==> config.mk <==
export PLATFORM = sky130hd
export DESIGN_NAME = binary_to_excess3
export DESIGN_NICKNAME = d
export VERILOG_FILES = /design/src/rtl/binary_to_excess3.sv
export SDC_FILE = /design/constraint.sdc
export NUM_CORES = 1
export LEC_CHECK = 0
export CAP_MARGIN = 25
export CELL_PAD_IN_SITES_DETAIL_PLACEMENT = 1
export CELL_PAD_IN_SITES_GLOBAL_PLACEMENT = 2
export CORE_MARGIN = 2
export CORE_UTILIZATION = 20
export DETAILED_ROUTE_END_ITERATION = 16
export PLACE_DENSITY_LB_ADDON = 0.1
export SYNTH_ARGS = -nofsm -noshare
export SYNTH_HDL_FRONTEND = slang
export SYNTH_SLANG_ARGS = --single-unit
export TNS_END_PERCENT = 5
==> constraint.sdc <==
create_clock -name clk -period 1 [get_ports clk]
set_input_delay 0.2 -clock clk [delete_from_list [all_inputs] [get_ports clk]]
set_output_delay 0.2 -clock clk [all_outputs]
set_load 0.01 [all_outputs]
==> src/rtl/binary_to_excess3.sv <==
// ---------------------------------------------------------------------------
// binary_to_excess3
//
// Converts an unsigned N-bit binary word into its excess-3 code (din + 3).
// The result is N+1 bits wide, so every input converts without loss; the
// largest input 2^N-1 becomes 2^N+2.
//
// The block is a single-entry output register with valid/ready handshakes
// on both sides. A word accepted on a rising edge appears on dout on that
// same edge (latency of one cycle). Back-to-back words stream at one per
// cycle while downstream keeps out_ready high.
//
// Parameters:
//    N          input word width in bits (N >= 2)
//
// Ports:
//    clk        clock, rising-edge active
//    rst_n      asynchronous active-low reset; clears out_valid and dout
//    in_valid   din carries a valid word this cycle
//    in_ready   block can accept a word this cycle
//    din        unsigned binary value to convert (N bits)
//    out_valid  dout holds a valid converted word
//    out_ready  downstream accepts dout this cycle
//    dout       excess-3 code of the accepted din (N+1 bits, registered)
// ---------------------------------------------------------------------------
module binary_to_excess3 #(
   parameter int N = 4
) (
   input  logic         clk,
   input  logic         rst_n,
   input  logic         in_valid,
   output logic         in_ready,
   input  logic [N-1:0] din,
   output logic         out_valid,
   input  logic         out_ready,
   output logic [N:0]   dout
);

   // The excess-3 bias, held at the output width so the addition below is
   // performed entirely at N+1 bits.
   localparam logic [N:0] BIAS = (N+1)'(3);

   logic       in_xfer;
   logic [N:0] sum;

   // The output register can take a new word when it is empty or when its
   // current word leaves on this same edge. This is the only combinational
   // path from an input (out_ready) to an output (in_ready); din never
   // reaches dout without passing through the register.
   assign in_ready = !out_valid || out_ready;

   // An input transfer happens whenever upstream offers a word and we can
   // take it. During reset the registers are held clear regardless.
   assign in_xfer  = in_valid && in_ready;

   // Zero-extend before adding so the carry out of the top input bit lands
   // in dout[N] instead of being lost.
   assign sum      = {1'b0, din} + BIAS;

   // Valid flag for the output register. A new input sets it; an output
   // transfer with no replacement word clears it; otherwise it holds, which
   // keeps a stalled word visible until downstream takes it.
   always_ff @(posedge clk or negedge rst_n) begin
      if (!rst_n) begin
         out_valid <= 1'b0;
      end else if (in_xfer) begin
         out_valid <= 1'b1;
      end else if (out_ready) begin
         out_valid <= 1'b0;
      end
   end

   // Data half of the output register. It only ever loads on an input
   // transfer, so dout never changes without a newly accepted word even
   // when out_valid is low. Reset clears it so a discarded word cannot
   // linger on the bus.
   always_ff @(posedge clk or negedge rst_n) begin
      if (!rst_n) begin
         dout <= '0;
      end else if (in_xfer) begin
         dout <= sum;
      end
   end

endmodule

==> results of run 1 <==
==> final timing paths <==
path	start	endpoint	slack (ps)
max	out_valid	dout[3]	-60
min reg2reg	dout[0]	dout[0]	510
min	rst_n	dout[2]	200
max reg2reg	out_valid	dout[3]	-60
min in group clk	out_ready	out_valid	480
max in group asynchronous	rst_n	out_valid	590
==> cell usage in the layout, fill, tap and decap left out, drive strengths merged <==
master and instances:
nand2 1, xnor2 2, clkdlybuf4s50 4, clkbuf 3
and3b 1, mux2 4, dlygate4sd2 3, nand2b 2
dfrtp 6, inv 3, ha 1, o21ai 1
buf 13, mux2i 1
==> worst reg2reg max path: stages, from the launching register on <==
cell and delay [ps]:
dfrtp_1 400, nand2b_4 80, buf_6 110, nand2_8 60, mux2_4 300
==> registers in the layout, indices dropped and copies added (netlist names) <==
signal	cells
out_valid	1
dout	5
==> layout make-up <==
cell class                      count  area [µm²]
Clock buffer                        3        22.5
Sequential cell                     6         150
Multi-Input combinational cell     13         160
Timing Repair Buffer               20         150
Fill cell                         172         940
Tap cell                           16        20.0
Inverter                            3        11.3
==> metrics by stage <==
stage	setup slack (ps)	util, %	power (mW)	instance area, µm²	std cells
after detailed placement	-514	35.5	0.569	515	58
after CTS	-71.6	35.4	0.766	514	61
final	-62.4	35.4	0.746	514	61
after global routing	-101	35.4	0.808	514	61
after global placement	-492	35.5	0.563	515	58
after floorplan	-29.9	-	0.409	310	22
==> what timing repair did <==
| item | 4_1_cts | 5_1_grt |
|---|---|---|
| cloned | 0 | 0 |
| hold buffers | 0 | 0 |
| pin swaps | 1 | 0 |
| resized for setup | 34 | 0 |
| setup buffers | 0 | 0 |
| endpoints found under the setup margin | 12 | 9 |
==> routing by layer <==
metal | vias to the layer above | wire, µm
met3 | 0 | 28
li1 | 118 | -
met5 | - | 0
met2 | 7 | 372
met1 | 116 | 249
met4 | 0 | 0
==> report_power, final <==
group          switching [mW]  internal, mW  total, mW  leakage (nW)
logic                  0.0861         0.135      0.221         0.182
clock network          0.0850         0.136      0.221        0.0138
registers              0.0225         0.282      0.304        0.0706
total                   0.194         0.552      0.746         0.266
==> cell families after synthesis <==
kind of cell	count (synthesis)	share of synthesized area, %
xor+xnor	2	5.79
buf+inv	3	3.72
compound gates	1	2.89
fa+ha+maj	1	4.13
flops	6	49.6
simple gates	4	13.2
mux	5	20.7
==> out/metrics.cfg, run 1 <==
[detailed_routing]
postRouteAntennaNets = 0
drtIter0Drc = 0
wl_per_cell_um = 10.7
drc = 0
vias_per_cell = 3.95
vias = 241
drt_wl_total_um = 650
dr.pass1.iters = 1

[critical_path]
path_depth = 4
cp-end-kind = flip-flop
critPathRequiredTime_ps = 1120
critical-path-max-stage-delay_ps = 400
crit_buf_inv = 1
arrival_ps = 1190
path_class = flip-flop to flip-flop
startpoint_type = flip-flop
critPathTopFamily = flip-flops
crit_chain = nand2b_4 > buf_6 > nand2_8 > mux2_4
worstPathMaxFanout = 5
worst-r2r-cell-count = 4
cp_slowest_cell = dfrtp_1

[outcome]
status = finished, violations left
violations = negative setup slack

[global_routing]
use_met1_pct = 8.92
grt_pass1_wl_um = 1120
globalRouteOverflowTotal = 0
grt_max_degree = 7
antenna_found_initial = 0
grt_pass1_vias = 266
grt_util_met3_pct = 2.55
met2_usage_pct = 13.9
busiest_layer = met2
track_usage_pct = 8.89

[layout]
finalNetCount = 56
diodes = 0
areaGrowthSynthToFinish_pct = 69.8
drive_above_1_share_pct = 53.3

[timing]
finalSetupTns_ps = -295
timing.hold.ws_ps = 196
fmax_mhz = 941
final.period_utilization_pct = 106
slew_headroom_pct = 82.2
finalHoldViolCount = 0
rsz0062_at_grt = yes
clock_skew_ps = 1.46
final-setup-viol-count = 6
worst_slack_ps = -62.4
tightestPinTransition_ps = 266
min_period_ps = 1060
drv_slew = 0

[cts]
cts_root_buf = clkbuf_4
insertion_delay_ps = 240
clk_pin_slew_worst_paths_ps = 40
cts.path.max_buffers = 2
numCtsBuffers = 3
cts_tree = done
cts.sinks = 6
cts-htree-levels = 1

[yosys]
synthTopCellsByArea = dfrtp_1, mux2_4, mux2_2
yosys-top-cells-count = dfrtp_1, inv_1, mux2_2, mux2_4, xnor2_1
ys_ff_latch = 6
syn_nets = 31
synth_ff_type = dfrtp_1
synth.most_common_cell = dfrtp_1
syn_inst = 22
avgSynthCellArea_um2 = 13.8
synth_top_area_cell = dfrtp_1
mappedNetlistArea_um2 = 303
synthDominantCellAreaShare_pct = 49.6
synth-async-reset-ratio_pct = 100
synth-seq-area-share_pct = 49.6
synthDistinctLibCells = 12
synth_edf_count = 0
yosys_warnings = 0

[placement]
portBuffers = 14
gp_congestion = 0.659

[run]
cap_violations = 0

[die]
die_area_um2 = 1840
start_util_pct = 20.8
core_area_um2 = 1450
die_x_um = 42.9
rows = 14
die_height_um = 42.9
ios = 15

[pwr]
power_density_nw_per_um2 = 1450
leakage_nw = 0.266
ir_drop_mv = 0.338

[hold_path]
hold_path_class = input port to asynchronous set/reset pin

No activity file was read; power rests on OpenSTA's default activity.
==> run 2, diff against run 1 <==
- SLEW_MARGIN: default -> 20
- TNS_END_PERCENT: 5 -> default
==> run 2 against run 1 <==
  * The run still ends with negative setup slack left
  * Clock-buffer cell count stayed put
  * Sequential share of layout area decreased by 0.42 points
  * Power grew 1.6%
  * Critical endpoint unchanged
==> out/metrics.cfg, run 2 (synthesized netlist as in run 1, its figures left out) <==
[timing]
fmax_mhz = 942
final-setup-viol-count = 6
clock_skew_ps = 1.88
drv_slew = 0
worst_slack_ps = -61.5
slew_headroom_pct = 82.2
rsz0062_at_grt = yes
min_period_ps = 1060
finalSetupTns_ps = -293
tightestPinTransition_ps = 266
final.period_utilization_pct = 106
finalHoldViolCount = 0

[critical_path]
arrival_ps = 1190
cp_slowest_cell = dfrtp_1
critPathRequiredTime_ps = 1130
crit_end = dout[3]
r2r_slack_ps = -60
worstPathMaxFanout = 5
crit_chain = nand2b_4 > buf_6 > nand2_8 > mux2_4
crit-reg2reg-launch = out_valid
crit_buf_inv = 1
path_depth = 4
critPathTopFamily = flip-flops
worst-r2r-cell-count = 4
r2r-end = dout[3]
critical-path-max-stage-delay_ps = 400
cp-end-kind = flip-flop
startpoint_type = flip-flop
startpoint = out_valid
path_class = flip-flop to flip-flop

[layout]
largest_register = dout
drive_above_1_share_pct = 54.3
largest_reg_flops = 5
final_cell_mix = buf_2, dfrtp_1, buf_4
finalNetCount = 57
reg_top3 = dout x5, out_valid x1
fin_area_um2 = 522
areaGrowthSynthToFinish_pct = 72.3
n_fill_cell = 172
stdcell_count = 62
diodes = 0
final_common_cell = buf_2

[die]
rows = 14
die_height_um = 42.9
die_area_um2 = 1840
start_util_pct = 20.8
ios = 15
core_area_um2 = 1450
die_x_um = 42.9

[cts]
clk_pin_slew_worst_paths_ps = 50
insertion_delay_ps = 240
numCtsBuffers = 3
ctsHoldBuffers = 0
cts.sinks = 6
cts.path.max_buffers = 2
cts-htree-levels = 1
cts_root_buf = clkbuf_4
cts_tree = done

[placement]
portBuffers = 14
gp_congestion = 0.659
postPlaceCellArea_um2 = 515
dp_cells = 58

[run]
cap_violations = 0

[pwr]
ir_drop_mv = 0.338
switching_share_pct = 25.8
comb_power_share_pct = 30.8
clkPwrFrac_pct = 29.2
p_switching_mw = 0.196
pwr-share-seq_pct = 40.0
power_density_nw_per_um2 = 1450
p_int_mw = 0.562
leakage_nw = 0.271
finalPower_mw = 0.757

[detailed_routing]
dr.pass1.iters = 1
drt_wl_total_um = 655
vias_per_cell = 3.95
vias = 245
drtIter0Drc = 0
postRouteAntennaNets = 0
drc = 0
wl_per_cell_um = 10.6

[hold_path]
hold_path_class = input port to asynchronous set/reset pin

[global_routing]
grt_pass1_vias = 266
use_met1_pct = 8.92
globalRouteOverflowTotal = 0
grt_pass1_wl_um = 1120
grt_max_degree = 7
busiest_layer = met2
track_usage_pct = 8.89
met2_usage_pct = 13.9
antenna_found_initial = 0
grt_util_met3_pct = 2.55

[outcome]
violations = negative setup slack
status = finished, violations left

## run 2: changes by cell type in the layout (fill, tap and decap cells not counted)
cell	delta
buf_4	+1
## run 2: worst min-delay path by stage
stage,startpoint,to,slack [ps],depth (start not counted)
2_1_floorplan,rst_n,dout[0],-100,0
3_3_place_gp,rst_n,dout[2],460,1
3_5_place_dp,rst_n,dout[2],470,1
4_1_cts,rst_n,dout[1],200,1
5_1_grt,rst_n,dout[1],200,1
6_report,rst_n,dout[2],200,1
## run 2: final cells by class
| type | instances | area [µm²] | share of cell area (%) |
|---|---|---|---|
| Inverter | 3 | 11.3 | 2.16 |
| Tap cell | 16 | 20.0 | 3.84 |
| Timing Repair Buffer | 21 | 158 | 30.2 |
| Multi-Input combinational cell | 13 | 160 | 30.7 |
| Clock buffer | 3 | 22.5 | 4.32 |
| Sequential cell | 6 | 150 | 28.8 |
## run 2: stage by stage
| stage | setup slack (ps) | utilization [%] | hold WS [ps] |
|---|---|---|---|
| floorplan | -29.9 | - | -95.6 |
| global placement | -492 | 35.5 | 458 |
| detailed placement | -514 | 35.5 | 469 |
| CTS | -71.6 | 35.4 | 196 |
| global route | -101 | 35.9 | 200 |
| finish | -61.5 | 35.9 | 195 |
## run 2: worst register-to-register path, stage by stage, from the launching register on
cell and delay (ps):
dfrtp_1 400, nand2b_4 80, buf_6 110, nand2_8 60
mux2_4 300
## run 2: metal layers
layer	wire (µm)	vias to the layer above
li1	-	120
met1	253	118
met2	374	7
met3	28	0
met4	0	0
met5	0	-
## run 2: power groups by stage
stage	registers, mW	clock network (mW)	logic, mW
2_1_floorplan	0.324	0	0.0850
3_3_place_gp	0.306	0	0.257
3_5_place_dp	0.307	0	0.262
4_1_cts	0.304	0.235	0.226
5_1_grt	0.308	0.258	0.254
6_report	0.303	0.221	0.233
## run 2: what timing repair did
| action | 4_1_cts | 5_1_grt |
|---|---|---|
| endpoints found under the setup margin | 12 | 9 |
| gates resized for setup | 34 | 0 |
| pin swaps | 1 | 0 |
| setup buffers | 0 | 1 |
